## config.mk

```make
export PLATFORM = sky130hd
export DESIGN_NAME = score_bcd_scanner
export DESIGN_NICKNAME = d
export VERILOG_FILES = /design/src/rtl/score_bcd_scanner.sv
export SDC_FILE = /design/constraint.sdc
export NUM_CORES = 1
export LEC_CHECK = 0
export ABC_AREA = 0
export ABC_CLOCK_PERIOD_IN_PS = 2700
export CAP_MARGIN = 20
export CORE_ASPECT_RATIO = 0.8
export CORE_MARGIN = 3
export CORE_UTILIZATION = 43
export CTS_BUF_LIST = sky130_fd_sc_hd__clkbuf_16
export DETAILED_ROUTE_END_ITERATION = 6
export PLACE_DENSITY = 0.66
export SYNTH_ARGS = -nofsm -noshare
export SYNTH_HDL_FRONTEND = slang
export SYNTH_SLANG_ARGS = --single-unit
```

## constraint.sdc

```tcl
create_clock -name clk -period 2.7 [get_ports clk]
set_input_delay 0.54 -clock clk [delete_from_list [all_inputs] [get_ports clk]]
set_output_delay 0.54 -clock clk [all_outputs]
set_load 0.03 [all_outputs]
```

## src/rtl/score_bcd_scanner.sv

```systemverilog
// Snake-game score keeper: BCD score/high tracking, PLAY/OVER state machine and a
// time-multiplexed seven-segment scan with leading-zero blanking and game-over blink.
module score_bcd_scanner #(
  parameter int unsigned DIGITS    = 3,
  parameter int unsigned MAX_SCORE = 140,
  parameter int unsigned BLINK_DIV = 50,
  localparam int unsigned SW = $clog2(MAX_SCORE + 1),
  localparam int unsigned BW = 4 * DIGITS
) (
  input  logic              clk,
  input  logic              rst,
  input  logic              good_i,
  input  logic              bad_i,
  input  logic              clear_hi_i,
  output logic [SW-1:0]     score_o,
  output logic [SW-1:0]     high_o,
  output logic [BW-1:0]     bcd_o,
  output logic              game_over_o,
  output logic [DIGITS-1:0] digit_sel_o,
  output logic [3:0]        digit_o,
  output logic              digit_en_o
);

  localparam int unsigned IW = (DIGITS > 1) ? $clog2(DIGITS) : 1;
  localparam int unsigned CW = (BLINK_DIV > 1) ? $clog2(BLINK_DIV) : 1;

  typedef enum logic {PLAY = 1'b0, OVER = 1'b1} state_t;

  state_t            state, state_nxt;
  logic              good_q, bad_q, good_e, bad_e;
  logic [SW-1:0]     score_nxt, high_nxt, score_inc;
  logic [BW-1:0]     score_bcd, score_bcd_nxt, score_bcd_inc;
  logic [BW-1:0]     high_bcd, high_bcd_nxt, disp_nxt;
  logic [IW-1:0]     idx, idx_nxt;
  logic [CW-1:0]     blink_cnt, blink_cnt_nxt;
  logic              phase, phase_nxt;
  logic [DIGITS-1:0] sel_nxt;
  logic [3:0]        digit_nxt;
  logic              en_nxt, lz;

  assign good_e = good_i & ~good_q;
  assign bad_e  = bad_i & ~bad_q;

  // Ripple-carry increment of a packed BCD value, one decimal digit per nibble.
  function automatic logic [BW-1:0] bcd_inc(input logic [BW-1:0] v);
    logic [BW-1:0] r;
    logic          c;
    r = v;
    c = 1'b1;
    for (int i = 0; i < int'(DIGITS); i++) begin
      if (c) begin
        if (r[4*i +: 4] == 4'd9) begin
          r[4*i +: 4] = 4'd0;
        end else begin
          r[4*i +: 4] = r[4*i +: 4] + 4'd1;
          c = 1'b0;
        end
      end
    end
    return r;
  endfunction

  // Game state, score and high score next-state logic.
  always_comb begin
    state_nxt     = state;
    score_nxt     = score_o;
    score_bcd_nxt = score_bcd;
    high_nxt      = high_o;
    high_bcd_nxt  = high_bcd;
    score_inc     = score_o + SW'(1);
    score_bcd_inc = bcd_inc(score_bcd);
    case (state)
      PLAY: begin
        if (bad_e) begin
          state_nxt = OVER;
        end else if (good_e) begin
          score_nxt     = score_inc;
          score_bcd_nxt = score_bcd_inc;
          if (score_inc > high_o) begin
            high_nxt     = score_inc;
            high_bcd_nxt = score_bcd_inc;
          end
          if (score_inc == SW'(MAX_SCORE)) state_nxt = OVER;
        end
      end
      OVER: begin
        if (good_e) begin
          state_nxt     = PLAY;
          score_nxt     = '0;
          score_bcd_nxt = '0;
        end
      end
      default: state_nxt = PLAY;
    endcase
    if (clear_hi_i) begin
      high_nxt     = '0;
      high_bcd_nxt = '0;
    end
  end

  // Blink timer runs only while staying in OVER; any other transition restarts it lit.
  always_comb begin
    blink_cnt_nxt = '0;
    phase_nxt     = 1'b1;
    if (state == OVER && state_nxt == OVER) begin
      if (blink_cnt == CW'(BLINK_DIV - 1)) begin
        phase_nxt = ~phase;
      end else begin
        blink_cnt_nxt = blink_cnt + CW'(1);
        phase_nxt     = phase;
      end
    end
  end

  // Scan position, digit select and leading-zero blanking from the registered display.
  always_comb begin
    disp_nxt  = (state == OVER) ? high_bcd : score_bcd;
    idx_nxt   = (idx == IW'(DIGITS - 1)) ? '0 : idx + IW'(1);
    sel_nxt   = DIGITS'(1) << idx;
    digit_nxt = 4'd0;
    lz        = (idx != '0);
    for (int i = 0; i < int'(DIGITS); i++) begin
      if (IW'(i) == idx) digit_nxt = bcd_o[4*i +: 4];
      if (i >= int'(idx) && bcd_o[4*i +: 4] != 4'd0) lz = 1'b0;
    end
    en_nxt = ~lz & phase;
  end

  always_ff @(posedge clk or posedge rst) begin
    if (rst) begin
      state       <= PLAY;
      good_q      <= 1'b0;
      bad_q       <= 1'b0;
      score_o     <= '0;
      score_bcd   <= '0;
      high_o      <= '0;
      high_bcd    <= '0;
      bcd_o       <= '0;
      game_over_o <= 1'b0;
      idx         <= '0;
      blink_cnt   <= '0;
      phase       <= 1'b1;
      digit_sel_o <= '0;
      digit_o     <= 4'd0;
      digit_en_o  <= 1'b0;
    end else begin
      state       <= state_nxt;
      good_q      <= good_i;
      bad_q       <= bad_i;
      score_o     <= score_nxt;
      score_bcd   <= score_bcd_nxt;
      high_o      <= high_nxt;
      high_bcd    <= high_bcd_nxt;
      bcd_o       <= disp_nxt;
      game_over_o <= (state_nxt == OVER);
      idx         <= idx_nxt;
      blink_cnt   <= blink_cnt_nxt;
      phase       <= phase_nxt;
      digit_sel_o <= sel_nxt;
      digit_o     <= digit_nxt;
      digit_en_o  <= en_nxt;
    end
  end

endmodule

```

# Word-level counts from Yosys, hierarchy flattened
# Index checks and enable logic that the tools add are counted.
[op_classes]
add_sub_neg = 6
mul = 0
div = 0
magnitude_cmp = 4
n_eq_ne = 14
n_shift = 1
muxes = 43
bitwise_logic = 8
n_reduce_logical = 13
[ops]
columns = ["cell", "count"]
rows = [
  ["two-way mux 12 bit", 9],
  ["two-way mux 8 bit", 8],
  ["two-way mux 4 bit", 8],
  ["one-hot mux 12 bit (2 select lines)", 1],
  ["one-hot mux 8 bit (2 select lines)", 1],
  ["adder 4 x 1 -> 4 bit, second input constant", 3],
  ["equality test 4 bit, second input constant", 3],
  ["two-way mux 1 bit", 12],
  ["two-way mux 6 bit", 2],
  ["nonzero test 4 bit", 3],
  ["adder 8 x 1 -> 8 bit, second input constant", 1],
  ["equality test 8 bit, second input constant", 1],
  ["greater-than comparator 8 bit", 1],
  ["inequality test 2 bit, second input constant", 4],
  ["adder 6 x 1 -> 6 bit, second input constant", 1],
  ["equality test 6 bit, second input constant", 1],
  ["nonzero test 2 bit", 3],
  ["NOT 1 bit", 5],
  ["greater-or-equal comparator 1 x 2 -> 1 bit, first input constant", 2],
  ["logical AND 1 bit", 4],
  ["inequality test 2 x 1 -> 1 bit, second input constant", 2],
  ["AND reduction 4 bit", 1],
  ["bitwise AND 1 bit", 3],
  ["AND reduction 3 bit", 1],
  ["9 further kinds", 9],
]
[word_totals]
reg_bits = 72
latch_bits = 0
ram_bits = 0
mem_bits_ro = 0
inputBits = 5
elab_cells = 103
memories = 0

# Logic depth before layout (Yosys ltp)
[logic_depth]
ltp_word = 9
ltp_mapped = 13
ltp_nobuf = 11

# Worst setup path before layout
# OpenSTA, ideal clock, no wires.
[synth_timing]
path_type = "reg-to-reg"
from = "register score_o[0]"
to = "register high_o[2]"
arrival_ns = 2.761
setup_slack_ns = -0.197
stages_incl_launch_ff = 14
path_cell_list = "dfrtp_1 -> ha_1 -> nand3_1 -> nor2_1 -> xnor2_1 -> inv_1 -> ha_1 -> and4_1 -> nand4_1 -> o311a_1 -> buf_2 -> buf_4 -> a21oi_1 -> nor3_1"
[synth_between]
elab_chain_len = 6
elab_cells_between_ends = 9
cone_classes = "add/sub (1); order compare (1); mux (5); reduce/logical (2)"
[synth_rtl]
columns = ["element", "line_no", "text"]
rows = [
  ["start, declared", "15", "output logic [SW-1:0] score_o,"],
  ["start signal, assigned", "150", "score_o <= score_nxt;"],
  ["adder 8 x 1 -> 8 bit *", "70", "score_inc = score_o + SW'(1);"],
  ["parallel branches: the longest is 5 deep, another holds greater-than comparator 8 bit", "-", ""],
  ["end signal, assigned", "152", "high_o <= high_nxt;"],
  ["end, declared", "16", "output logic [SW-1:0] high_o,"],
]
# Mark *: on every way between the ends. The select of a mux whose other input is x is not followed.
# A chain may end at the register's enable or synchronous reset.

# Final worst setup path
[layout_timing]
from = "register score_o[3]"
to = "register high_bcd[0]"
[layout_between]
elab_chain_len = 4
[layout_rtl]
columns = ["element", "line_no", "text"]
rows = [
  ["adder 8 x 1 -> 8 bit", "70", ""],
  ["greater-than comparator 8 bit", "79", "if (score_inc > high_o) begin"],
  ["nonzero test 2 bit (no line)", "-", ""],
  ["AND reduction 4 bit (no line)", "-", ""],
  ["end signal, assigned", "153", "high_bcd <= high_bcd_nxt;"],
  ["end, declared", "33", "logic [BW-1:0] high_bcd, high_bcd_nxt, disp_nxt;"],
]
# No other way between the ends.

==> summary.md <==
| Metric | Value |
|---|---|
| Status | finished clean |
| Buffer levels on the longest clock path | 2 |
| Relative area change from synthesis to final layout | 31.8% |
| Total GRT Usage | about a fifth |
| Average size of a mapped cell | 10.2 sq um |
| Maximum fanout along the worst path | 5 |
| Max frequency | 371 MHz |
| Length of the first detailed-routing pass in iterations | 4 |
| Sequential share of the synthesized area | 50.3% |
| CTS sink count | 70 |
| Area post-placement | 0.00414 sq mm |
| Post-synthesis instance area | 0.00349 sq mm |
| Primary FF master, synth | dfrtp_1 |
| CTS tree | built |
| Count of unresolved DRC violations after routing | 0 |
| Power density over the cells | 799 mW/mm^2 |
| Port Buf Inserts | 41 |
| Initial antenna violation count | 0 |
| Number of vias per cell after detailed routing | 5.44 |
| Utilization of the core after routing | around three fifths |
| Slew margin rel. | 42.1% |
| Critical Path AT | 2.94 ns |
| Number of buffers created by CTS | 9 |
| Min setup slack post-route | 0.00209 ns |
| Std cell rows | 28 |
| Number of flops mapped to enable cells by yosys | 0 |
| Register bit total from synthesis | 70 |
| Vias in the first global route | 2748 |
| Slew at the pin closest to its max-slew limit | 0.866 ns |
| Std-Cell Core Area | 0.00764 sq mm |
| Period Utilization, post-route | 99.9% |
| Count of placed standard cells including taps | between 400 and 500 |
| Biggest area contributors in the synthesized netlist | dfrtp_1 50%, ha_1 6.5%, o21ai_0 4.2%, a21oi_1 3.7%, nor3_1 3.0% |
| Maxcap violations | 0 |
| Antenna-violating nets left | 0 |
| Post-route non-filler standard cell count | between 500 and 600 |
| Post-synthesis cell type with the largest combined area | dfrtp_1 |
| Hold buffer count at CTS | 0 |
| Wirelength, routed | 8.31 mm |
| IR drop worst, VDD | 0.435 mV |
| Floorplan die height | approximately 87 um |
| Number of top-level pins | 42 |
| X dimension of the die | about 110 um |
| Static leakage | 1.99 nW |
| Buffer cell driving the clock tree root | clkbuf_16 |
| Type of the worst setup path | reg2reg |
| Proportion of register bits with asynchronous set or reset after synthesis | 100% |
| Number of levels in the clock H-tree | 3 |
| Layout cell share with drive strength beyond 1 | 19.7% |
| Setup violation total in the final timing report | 0 |
| Power after layout | 3.67 mW |
| Total count of hold-check failures in the final report | 0 |
| Tmin final | around 2.7 ns |
| Clk Latency, worst-skew pair | about 0.33 ns |
| Initial cell density of the core | 45.6% |
| Yosys synthesis warning count | 0 |
| Placement-stage worst setup slack | -0.0299 ns |
| Cell count after synthesis | 343 |
| Weighted congestion reported at the end of routability-driven placement | 0.907 |
| Largest net degree at the start of global routing | 71 |
| ANT cells | 0 |
| Iter 0 DRT Violations | 164 |
| Setup crit start kind | flop |
| Worst Setup End Kind | flop |
| Vias | 2785 |
| Global-route wire length before repair | approximately 14 mm |
| Total negative slack for setup checks | 0 ns |
| Post-route standard cell area excluding fillers | 0.00460 sq mm |
| CP required | 2.94 ns |
| Routed wire per std cell | ~16 um |
| Clock transition at the registers of the reported paths | roughly 0.06 ns |
| Number of nets in the layout | around 430 |
| Number of max-slew violations in the final report | 0 |
| Global route overflow | 0 |
| HPWL Detailed | 5.61 mm |
| Synthesized net count | 366 |
| Clk_skew | roughly 0.0045 ns |
| Class of the tightest hold or removal check | reg2reg |
| Distinct cells, synth | 50 |
| Post-synth top area share | 49.5% |
| Area of the die | 0.00923 sq mm |
| Worst-case hold slack | 0.492 ns |
-- power breakdown --
| part | switching [mW] | internal (mW) | leakage, nW |
|---|---|---|---|
| clock | 0.459 | 0.716 | 0.143 |
| sequential | 0.118 | 1.17 | 0.937 |
| combinational | 0.671 | 0.536 | 0.908 |
-- layout by cell type (no fill, tap or decap), types with 3 or more instances in the layout --
cell	count
a22o_1	9
a21oi_1	24
nor2_1	17
nor3_1	21
nand2b_1	4
mux2i_1	5
xor2_1	5
a211oi_1	3
ha_1	16
mux2_2	8
dfrtp_2	5
buf_4	21
nand2_1	26
a211oi_2	3
clkdlybuf4s50_1	41
nand3_1	11
nand4_1	4
nor2b_1	3
and3b_1	3
dfrtp_1	64
clkbuf_16	9
inv_1	14
o21ai_0	28
xnor2_1	5
-- final timing paths --
check,cells after the start,slack (ns),endpoint,startpoint
min,2,0.49,bcd_o[5],high_bcd[5]
max reg2reg,12,0.002,high_bcd[0],score_o[3]
max in group asynchronous,3,1.77,score_o[3],rst
max,12,0.002,high_bcd[0],score_o[3]
min reg2reg,2,0.49,bcd_o[5],high_bcd[5]
min in group asynchronous,3,0.61,blink_cnt[5],rst
-- cell families (layout without fill, tap and decap cells) --
| kind of cell | count (synthesis) | after routing | share of synthesized area, % |
|---|---|---|---|
| compound gates | 81 | 81 | 14.4 |
| mux | 13 | 13 | 4.02 |
| flops | 70 | 70 | 50.3 |
| fa+ha+maj | 18 | 18 | 6.46 |
| buf+inv | 33 | 97 | 4.06 |
| simple gates | 115 | 115 | 17.5 |
| xor+xnor | 13 | 13 | 3.27 |
-- worst max-delay path, stage by stage (launching register included) --
cell,delay (ns)
dfrtp_2,0.43
nand3_2,0.12
nor2_4,0.15
and3_4,0.21
xnor2_2,0.12
inv_1,0.06
ha_1,0.30
o21ai_1,0.08
nor2_2,0.19
buf_4,0.16
o311ai_4,0.12
or4_4,0.55
a21oi_2,0.13
-- synthesized netlist by cell type, types with 2 or more instances --
cell type / n
dfrtp_1: 69
o21ai_0: 29
a21oi_1: 26
nand2_1: 26
nor3_1: 21
nor2_1: 20
ha_1: 18
inv_1: 15
nand3_1: 13
clkbuf_1: 10
a22o_1: 9
mux2_2: 8
xnor2_1: 7
a211oi_1: 6
xor2_1: 6
buf_2: 5
mux2i_1: 5
nand2b_1: 4
nand4_1: 4
and3_1: 3
and3b_1: 3
nor2b_1: 3
nor4_1: 3
nand3b_1: 2
o31ai_1: 2
or3_1: 2
-- metal layers --
layer / global-route usage (%) / routed length, um
met1: 26.0 / 3820
met2: 28.6 / 3720
met3: 5.14 / 625
met4: 8.13 / 144
met5: 0 / 0
-- state kept, by name (all words and copies together), names as in the netlist --
| name | count |
|---|---|
| high_o | 8 |
| idx | 2 |
| bad_q | 1 |
| good_q | 1 |
| bcd_o | 12 |
| phase | 1 |
| score_bcd | 12 |
| blink_cnt | 6 |
| high_bcd | 12 |
| state | 1 |
| score_o | 8 |
| digit_o | 4 |
| digit_en_o | 1 |
| digit_sel_o | 1 |
-- final cells by class --
type / instances / area, sq um
clock inverter: 7 / 72.6
tap: 105 / 131
fill: 654 / 3040
sequential: 70 / 1760
multi-input combinational: 240 / 1720
inverter: 15 / 56.3
timing repair buffer: 66 / 631
clock buffer: 9 / 225
-- repair_timing --
item | in CTS | in global routing
gates resized for setup | 1 | 22
gates cloned | 0 | 0
setup endpoints to repair | 5 | 20
pin swaps | 0 | 10
buffers inserted | 0 | 5
Power figures use the tool's default switching activity.
